`config.mk`:
```
export PLATFORM = sky130hd
export DESIGN_NAME = countdown_timer
export DESIGN_NICKNAME = d
export VERILOG_FILES = /design/src/rtl/countdown_timer_pkg.sv /design/src/rtl/timer_prescaler.sv /design/src/rtl/countdown_timer.sv
export SDC_FILE = /design/constraint.sdc
export NUM_CORES = 1
export LEC_CHECK = 0
export ABC_AREA = 1
export CELL_PAD_IN_SITES_DETAIL_PLACEMENT = 0
export CELL_PAD_IN_SITES_GLOBAL_PLACEMENT = 1
export CORE_ASPECT_RATIO = 0.75
export CORE_MARGIN = 2
export CORE_UTILIZATION = 41
export CTS_CLUSTER_DIAMETER = 120
export DETAILED_ROUTE_END_ITERATION = 10
export GPL_TIMING_DRIVEN = 1
export PLACE_DENSITY_LB_ADDON = 0.1
export SETUP_SLACK_MARGIN = 0.02
export SLEW_MARGIN = 10
export SYNTH_ARGS = -nofsm -noshare
export SYNTH_HDL_FRONTEND = slang
export SYNTH_HIERARCHICAL = 1
export SYNTH_SLANG_ARGS = --single-unit
```
`constraint.sdc`:
```
create_clock -name clk -period 3.08 [get_ports clk]
set_clock_uncertainty 0.2 [all_clocks]
set_input_delay 0.77 -clock clk [delete_from_list [all_inputs] [get_ports clk]]
set_output_delay 0.77 -clock clk [all_outputs]
set_load 0.01 [all_outputs]
```
`src/rtl/countdown_timer_pkg.sv`:
```
// countdown_timer_pkg
// Shared definitions for the programmable down-counting timer:
//   - state_t : controller states (IDLE stopped, RUN counting, DONE one-shot expired)
//   - default widths for the count/reload value and the prescale divisor
package countdown_timer_pkg;

   typedef enum logic [1:0] {
      IDLE = 2'd0,
      RUN  = 2'd1,
      DONE = 2'd2
   } state_t;

   localparam int DEFAULT_WIDTH     = 32;
   localparam int DEFAULT_PSC_WIDTH = 8;

endpackage

```
`src/rtl/timer_prescaler.sv`:
```
// timer_prescaler
// Divides the clock down to a tick that fires once every psc_reg+1 enabled
// cycles. The internal counter only advances while enable is high, so a
// paused timer resumes exactly where it left off.
// Ports:
//   clk, rst  : clock, asynchronous active-high reset
//   clear     : restart the divider from zero (wins over enable)
//   enable    : advance the divider this cycle
//   psc_reg   : terminal value of the divider (0 = tick every enabled cycle)
//   tick      : high in the enabled cycle where the divider reaches psc_reg
module timer_prescaler
   import countdown_timer_pkg::*;
#(
   parameter int PSC_WIDTH = DEFAULT_PSC_WIDTH
) (
   input  logic                 clk,
   input  logic                 rst,
   input  logic                 clear,
   input  logic                 enable,
   input  logic [PSC_WIDTH-1:0] psc_reg,
   output logic                 tick
);

   logic [PSC_WIDTH-1:0] psc_cnt;

   // The tick is decoded from the current divider value so the parent can act
   // on it in the same edge that wraps the divider back to zero; this keeps
   // the period at exactly psc_reg+1 cycles with no dead cycle at the wrap.
   assign tick = enable && (psc_cnt == psc_reg);

   // Divider register: clear has priority so a reload or new load always
   // starts a full prescale period; otherwise count up while enabled and
   // wrap to zero on the tick.
   always_ff @(posedge clk or posedge rst) begin
      if (rst) begin
         psc_cnt <= '0;
      end else if (clear) begin
         psc_cnt <= '0;
      end else if (enable) begin
         if (tick) begin
            psc_cnt <= '0;
         end else begin
            psc_cnt <= psc_cnt + PSC_WIDTH'(1);
         end
      end
   end

endmodule

```
`src/rtl/countdown_timer.sv`:
```
// countdown_timer
// Programmable down-counting timer used as the system tick / watchdog source.
// Loads a start value, decrements once per prescaled tick, and on reaching
// terminal count emits a one-cycle tc pulse and sets a sticky irq that is
// cleared by irq_ack. Periodic mode auto-reloads; one-shot mode parks in DONE.
// Ports:
//   clk, rst  : clock, asynchronous active-high reset
//   load      : capture load_val (count and reload) and prescale
//   load_val  : start/reload value
//   prescale  : tick every prescale+1 cycles
//   periodic  : 1 = auto-reload on expiry, 0 = one-shot (sampled at expiry)
//   start     : begin/resume counting
//   stop      : pause counting, count and prescaler hold
//   irq_ack   : clear the sticky irq
//   count     : current count value
//   running   : high while in RUN
//   tc        : one-cycle terminal-count pulse
//   irq       : sticky expiry flag
module countdown_timer
   import countdown_timer_pkg::*;
#(
   parameter int WIDTH     = DEFAULT_WIDTH,
   parameter int PSC_WIDTH = DEFAULT_PSC_WIDTH
) (
   input  logic                 clk,
   input  logic                 rst,
   input  logic                 load,
   input  logic [WIDTH-1:0]     load_val,
   input  logic [PSC_WIDTH-1:0] prescale,
   input  logic                 periodic,
   input  logic                 start,
   input  logic                 stop,
   input  logic                 irq_ack,
   output logic [WIDTH-1:0]     count,
   output logic                 running,
   output logic                 tc,
   output logic                 irq
);

   state_t               state;
   logic [WIDTH-1:0]     reload_reg;
   logic [PSC_WIDTH-1:0] psc_reg;
   logic [WIDTH-1:0]     eff_count;
   logic                 psc_clear;
   logic                 psc_enable;
   logic                 tick;
   logic                 expiry;
   logic                 restart_done;

   // The count a start would see this cycle: a same-cycle load takes effect
   // first, so load+start from IDLE starts from the freshly loaded value.
   assign eff_count = load ? load_val : count;

   // Restarting a finished one-shot reuses the reload value; a zero reload
   // would expire immediately, so that start is ignored.
   assign restart_done = (state == DONE) && start && !stop && !load && (reload_reg != '0);

   // The prescaler only runs in RUN and is frozen by stop; load wins over a
   // tick, so the divider is not advanced in a load cycle either (it is
   // cleared instead).
   assign psc_enable = (state == RUN) && !stop && !load;
   assign psc_clear  = load || restart_done;

   // Terminal count is the tick that would take the count from 1 to 0.
   assign expiry = tick && (count == WIDTH'(1));

   assign running = (state == RUN);

   timer_prescaler #(
      .PSC_WIDTH (PSC_WIDTH)
   ) u_prescaler (
      .clk     (clk),
      .rst     (rst),
      .clear   (psc_clear),
      .enable  (psc_enable),
      .psc_reg (psc_reg),
      .tick    (tick)
   );

   // Controller, count, reload and flag registers. tc defaults low every
   // cycle so it can only ever be a single-cycle pulse. irq is set by expiry
   // before acknowledge is considered, so an ack landing on the same edge as
   // a new expiry cannot lose that expiry. A load is applied up front and the
   // state case only adds the state transitions around it; in RUN the tick
   // path is skipped on a load so the new value is not decremented.
   always_ff @(posedge clk or posedge rst) begin
      if (rst) begin
         state      <= IDLE;
         count      <= '0;
         reload_reg <= '0;
         psc_reg    <= '0;
         tc         <= 1'b0;
         irq        <= 1'b0;
      end else begin
         tc <= 1'b0;

         if (expiry) begin
            irq <= 1'b1;
         end else if (irq_ack) begin
            irq <= 1'b0;
         end

         if (load) begin
            count      <= load_val;
            reload_reg <= load_val;
            psc_reg    <= prescale;
         end

         case (state)
            IDLE: begin
               if (start && !stop && (eff_count != '0)) begin
                  state <= RUN;
               end
            end
            RUN: begin
               if (stop) begin
                  state <= IDLE;
               end else if (!load && tick) begin
                  if (count == WIDTH'(1)) begin
                     tc <= 1'b1;
                     if (periodic) begin
                        count <= reload_reg;
                     end else begin
                        count <= '0;
                        state <= DONE;
                     end
                  end else if (count != '0) begin
                     count <= count - WIDTH'(1);
                  end
               end
            end
            DONE: begin
               if (load) begin
                  if (start && !stop && (load_val != '0)) begin
                     state <= RUN;
                  end else begin
                     state <= IDLE;
                  end
               end else if (restart_done) begin
                  state <= RUN;
                  count <= reload_reg;
               end
            end
            default: begin
               state <= IDLE;
            end
         endcase
      end
   end

endmodule

```
Yosys cells after proc, flatten, opt, wreduce, memory -nomap -nowiden
Index checks and enable logic that the tools add are counted.
Word-level totals
  bits in registers: 84
  input port bits: 47
  output and inout port bits: 35
  logic and storage cells: 68
Cells by class
  $add $sub $neg: 2
  equal/unequal tests: 9
  multiplexer cells: 27
  reduce and logical (&&, ||, !) cells: 23
Operators with widths (number)
  32-bit two-way mux: 8
  32-bit nonzero test: 4
  32-bit one-hot mux with 2 select lines: 1
  32-bit by 1-bit == test with 1-bit output (second input constant): 1
  32-bit by 1-bit subtractor with 32-bit output (second input constant): 1
  8-bit two-way mux: 3
  2-bit two-way mux: 7
  1-bit logical AND: 12
  8-bit by 1-bit adder with 8-bit output (second input constant): 1
  8-bit == test: 1
  1-bit two-way mux: 7
  3-bit by 2-bit inequality test with 1-bit output (second input constant): 2
  3-bit inequality test (second input constant): 2
  2-bit one-hot mux with 3 select lines: 1
  5-bit AND reduction: 1
  2-bit nonzero test: 2
  2-bit by 1-bit == test with 1-bit output (second input constant): 1
  2-bit == test (second input constant): 1
  1-bit logical NOT: 2
  2-bit logical NOT: 1
  2-bit inequality test (second input constant): 1
  1-bit logical OR: 1

Longest topological paths before layout
  depth after elaboration: 8
  gate-level depth with buffers: 18
  depth with buffers taken out: 17

By module
Netlist, hierarchy kept.
By module, submodules not included
  countdown_timer: instances 1, cells each 992, area each 6369.9 sq um, sequential area each 1901.8 sq um
  timer_prescaler: instances 1, cells each 114, area each 723.2 sq um, sequential area each 200.2 sq um

Least setup slack after synthesis
No wires, ideal clock.
  path type: input to register
  start point: input load
  end point: register count[14]
  library setup time: 0.123 ns
  data arrival time: 2.469 ns
  required time: 2.757 ns
  path slack: 0.288 ns
  cell stages on the path: 14
  path buffers: 4
  path through: buf_6 -> buf_2 -> clkbuf_1 -> nor2_1 -> nand4_1 -> nor2_1 -> inv_1 -> nor2_1 -> nand2_2 -> clkbuf_1 -> a31oi_1 -> nand2_1 -> nand2_1 -> a21oi_2
Between the ends
  word-level cells in the longest chain between the ends: 7
  elaborated cells between the ends (all ways): 14
  classes of those cells: mux (8); reduce/logical (6)
RTL lines
  start, declared: RTL line countdown_timer.sv:27  | input logic load,
  1-bit logical NOT: RTL line countdown_timer.sv:61  | assign psc_enable = (state == RUN) && !stop && !load;
  1-bit logical AND: RTL line countdown_timer.sv:61
  named net psc_enable: RTL line countdown_timer.sv:45  | logic psc_enable;
  1-bit logical AND: RTL line timer_prescaler.sv:29  | assign tick = enable && (psc_cnt == psc_reg);
  named net tick: RTL line countdown_timer.sv:46  | logic tick;
  1-bit logical AND: RTL line countdown_timer.sv:118  | end else if (!load && tick) begin
  32-bit two-way mux: RTL line countdown_timer.sv:118
  32-bit two-way mux: RTL line countdown_timer.sv:116  | if (stop) begin
  32-bit one-hot mux with 2 select lines: RTL line countdown_timer.sv:109  | case (state)
  end signal, assigned: RTL line countdown_timer.sv:104  | count <= load_val;
  end signal, assigned: RTL line countdown_timer.sv:122  | count <= reload_reg;
  end signal, assigned: RTL line countdown_timer.sv:128  | count <= count - WIDTH'(1);
  end, declared: RTL line countdown_timer.sv:34  | output logic [WIDTH-1:0] count,
The timed path passes the listed nets, and every way through them passes these cells.
A chain may end at the register's enable or synchronous reset.

Final worst setup path
  start point: input stop
  end point: register count[5]
Between the ends
  word-level cells in the longest chain between the ends: 8
  elaborated cells between the ends (all ways): 13
  classes of those cells: mux (5); reduce/logical (8)
RTL lines
  start, declared: RTL line countdown_timer.sv:32  | input logic stop,
  1-bit logical NOT: RTL line countdown_timer.sv:61
  1-bit logical AND (2 in a row): RTL line countdown_timer.sv:61
  named net psc_enable: RTL line countdown_timer.sv:45
  1-bit logical AND: RTL line timer_prescaler.sv:29
  named net tick: RTL line countdown_timer.sv:46
  1-bit logical AND: RTL line countdown_timer.sv:118
  32-bit two-way mux: RTL line countdown_timer.sv:118
  32-bit two-way mux: RTL line countdown_timer.sv:116
  32-bit one-hot mux with 2 select lines: RTL line countdown_timer.sv:109
The timed path passes the listed nets, and every way through them passes these cells.

==> results.md <==
* Area grow syn2layout at 21.2%
* Gpl congestion at 0.929
* Initial antenna violation count at 1
* Worst Hold Depth at 1
* Worst-path clk slew at around 0.070 ns
* Inserted Clock Buffers at 9
* Vias in the first global route at 6896
* GRT Resource Usage Total at roughly 29%
* Seq/Total Area, Yosys at between 20% and 30%
* Final Slew Violations at 0
* Max-cap viol count at 0
* Most frequent cells in the layout: nand2_1 (294), nor2_1 (183), inv_1 (119), dfrtp_1 (84), clkdlybuf4s50_1 (80)
* First DRT Iteration DRCs at around 740
* First drt pass iteration count at 5
* Worst r2r src: count[1]
* Clock Latency Late Sink at 0.36 ns
* Pin count of the biggest net entering global routing at 77
* Fill cells at 1764
* Worst EP required at ~3.1 ns
* FP Rows at a little over 40
* I/O pin cnt at 82
* Number of flops mapped to enable cells by yosys at 0
* Count of cell types in the netlist at 43
* PwrDens at 812 nW/um2
* Gate Count Post-Synth at ~1.1k
* Wirelength, routed at between 20000 and 30000 um
* RSZ-0062 raised after global routing: no
* Syn Std Cell Area at 7090 um2
* Layout cells sized above 1 at 11.4%
* Vias per inst at around 5.3
* Clk sinks at 84
* Pwr Total at between 6000 and 7000 uW
* CP Class: input pin to register
* Die Height at ~120 um
* Yosys warning count at 6
* Final hold violation count at 0
* Worst Setup End Kind: register
* FFs w/ async S/R, synth at 100%
* Area of the multi-input gates at roughly 4300 um2
* Global-route wire length before repair at just over 40000 um
* Post-CTS sizing at 0
* GR Overflow Total at 0
* Hold EP: psc_reg[2]
* Synthesized net count at between 1k and 1.5k
* Die area at 18400 um2
* Post-CTS Setup Bufs at 0
* Htree depth at 3
* Setup violators final at 0
* R2r worst-path depth at 10
* Synth Flop Type: dfrtp_1
* Worst Max-Slew Pin Slew at ~0.50 ns
* Core Footprint at between 15000 and 20000 um2
* Syn Area/Cell at between 6 and 7 um2
* Via count at 7560
* Rel. slew slack at 66.9%
* Chip Width at ~160 um
* Drt drc at 0
* TritonCTS clock tree: done
* Worst VDD drop at 0.372 mV
* CTS max path bufs at 2
* Hold_sp: psc_reg[2]
* Most common cell after layout, fill and taps aside: nand2_1
* Starting density of the core at a little over two fifths
* Register area at 2100 um2
* Port bufs at a little over 80
* Leakage at ~0.0040 uW
* Final net count at ~1.2k
* Final Critical Period at 2.63 ns
* ANT nets after route at 0
* Setup_tns at 0 ns
* Avg WL per Cell at roughly 19 um
* Worst hold path class: register to register
* CP Max Fanout at 28
* Startpoint types: input pin
* Critical Path AT at about 2.7 ns
* Root Buffer: clkbuf_16
* Synth Register Bits at 84
* Final period util at 85.2%
* Status: finished, final reports clean
* Hold_buf cts at 0
* Fmax at approximately 380 MHz
* R2R setup slack at approximately 0.48 ns
* Critical R2R Capture: count[31]
* Post-DP HPWL at 20100 um
-- critical path, cell delays in order --
cell and delay [ns]:
clkdlybuf4s50_1 0.42, nor2_1 0.14, inv_1 0.06, nor2_1 0.13, nand4_1 0.11, nor2_1 0.11, inv_1 0.06, nor2_1 0.14
nand2_2 0.10, buf_4 0.24, nor2_1 0.14, nand2_1 0.06, nand2_1 0.06, nand2_1 0.05, nand2_1 0.06, nand2_1 0.04
-- area by class of cell --
cell class | count | area share (%)
Antenna cell | 1 | 0.0291
Clock buffer | 11 | 2.82
Clock inverter | 5 | 0.990
Inverter | 129 | 5.65
Multi-Input combinational cell | 852 | 49.9
Sequential cell | 84 | 24.5
Tap cell | 215 | 3.13
Timing Repair Buffer | 117 | 13.0
-- synth_stat cells, types with 11 or more instances --
master    number  area, um2
nand2_1      294       1100
nor2_1       183        687
inv_1        120        450
dfrtp_1       84       2100
o21ai_0       71        355
a21oi_1       54        270
nand3_1       52        260
o21a_1        31        233
a31oi_1       24        150
clkbuf_1      21       78.8
nor2_2        18        113
nand4_1       17        106
xor2_1        17        149
a21oi_2       12        105
nand2_2       12       75.1
buf_2         11       55.1
-- worst max-delay path by stage --
| stage | startpoint | endpoint |
|---|---|---|
| final | stop | count[5] |
| after global routing | stop | count[22] |
| after CTS | stop | count[18] |
| after detailed placement | stop | count[18] |
| after global placement | stop | count[9] |
| after floorplan | rst | count[0] |
-- metal layers --
metal,global-route usage (%),share of wire (%),wire length (um)
met2,38.9,39,10200
met3,6.52,9.6,2510
met5,0,0,0
met4,6.82,1.2,321
met1,46.2,50,13200
-- report_power, final --
group          total, uW  switching [uW]  internal, uW  leakage [uW]
sequential          1810             418          1390       0.00104
clock               1250             517           737      0.000156
combinational       3920            2380          1530       0.00283
-- through the flow --
step	setup WS [ns]	cell area (um2)	hold WS, ns	cells	utilization [%]
CTS	0.467	8590	0.327	1413	50.9
global route	0.134	8590	0.332	1413	50.9
floorplan	0.172	7090	0.280	1106	-
finish	0.455	8600	0.330	1414	50.9
detailed placement	0.0918	8270	0.305	1397	49.0
global placement	0.103	8270	0.294	1397	49.0
-- cells by family (layout without fill, tap and decap cells) --
logic type | after synthesis | in the layout | share of synthesized area, %
simple gates | 610 | 610 | 38.2
compound gates | 209 | 209 | 17.6
fa+ha+maj | 7 | 7 | 1.23
flops | 84 | 84 | 29.6
xor+xnor | 18 | 18 | 2.22
mux | 8 | 8 | 1.27
buf+inv | 170 | 262 | 9.83
other cells | 0 | 1 | 0
(Power assumes the default switching activity.)
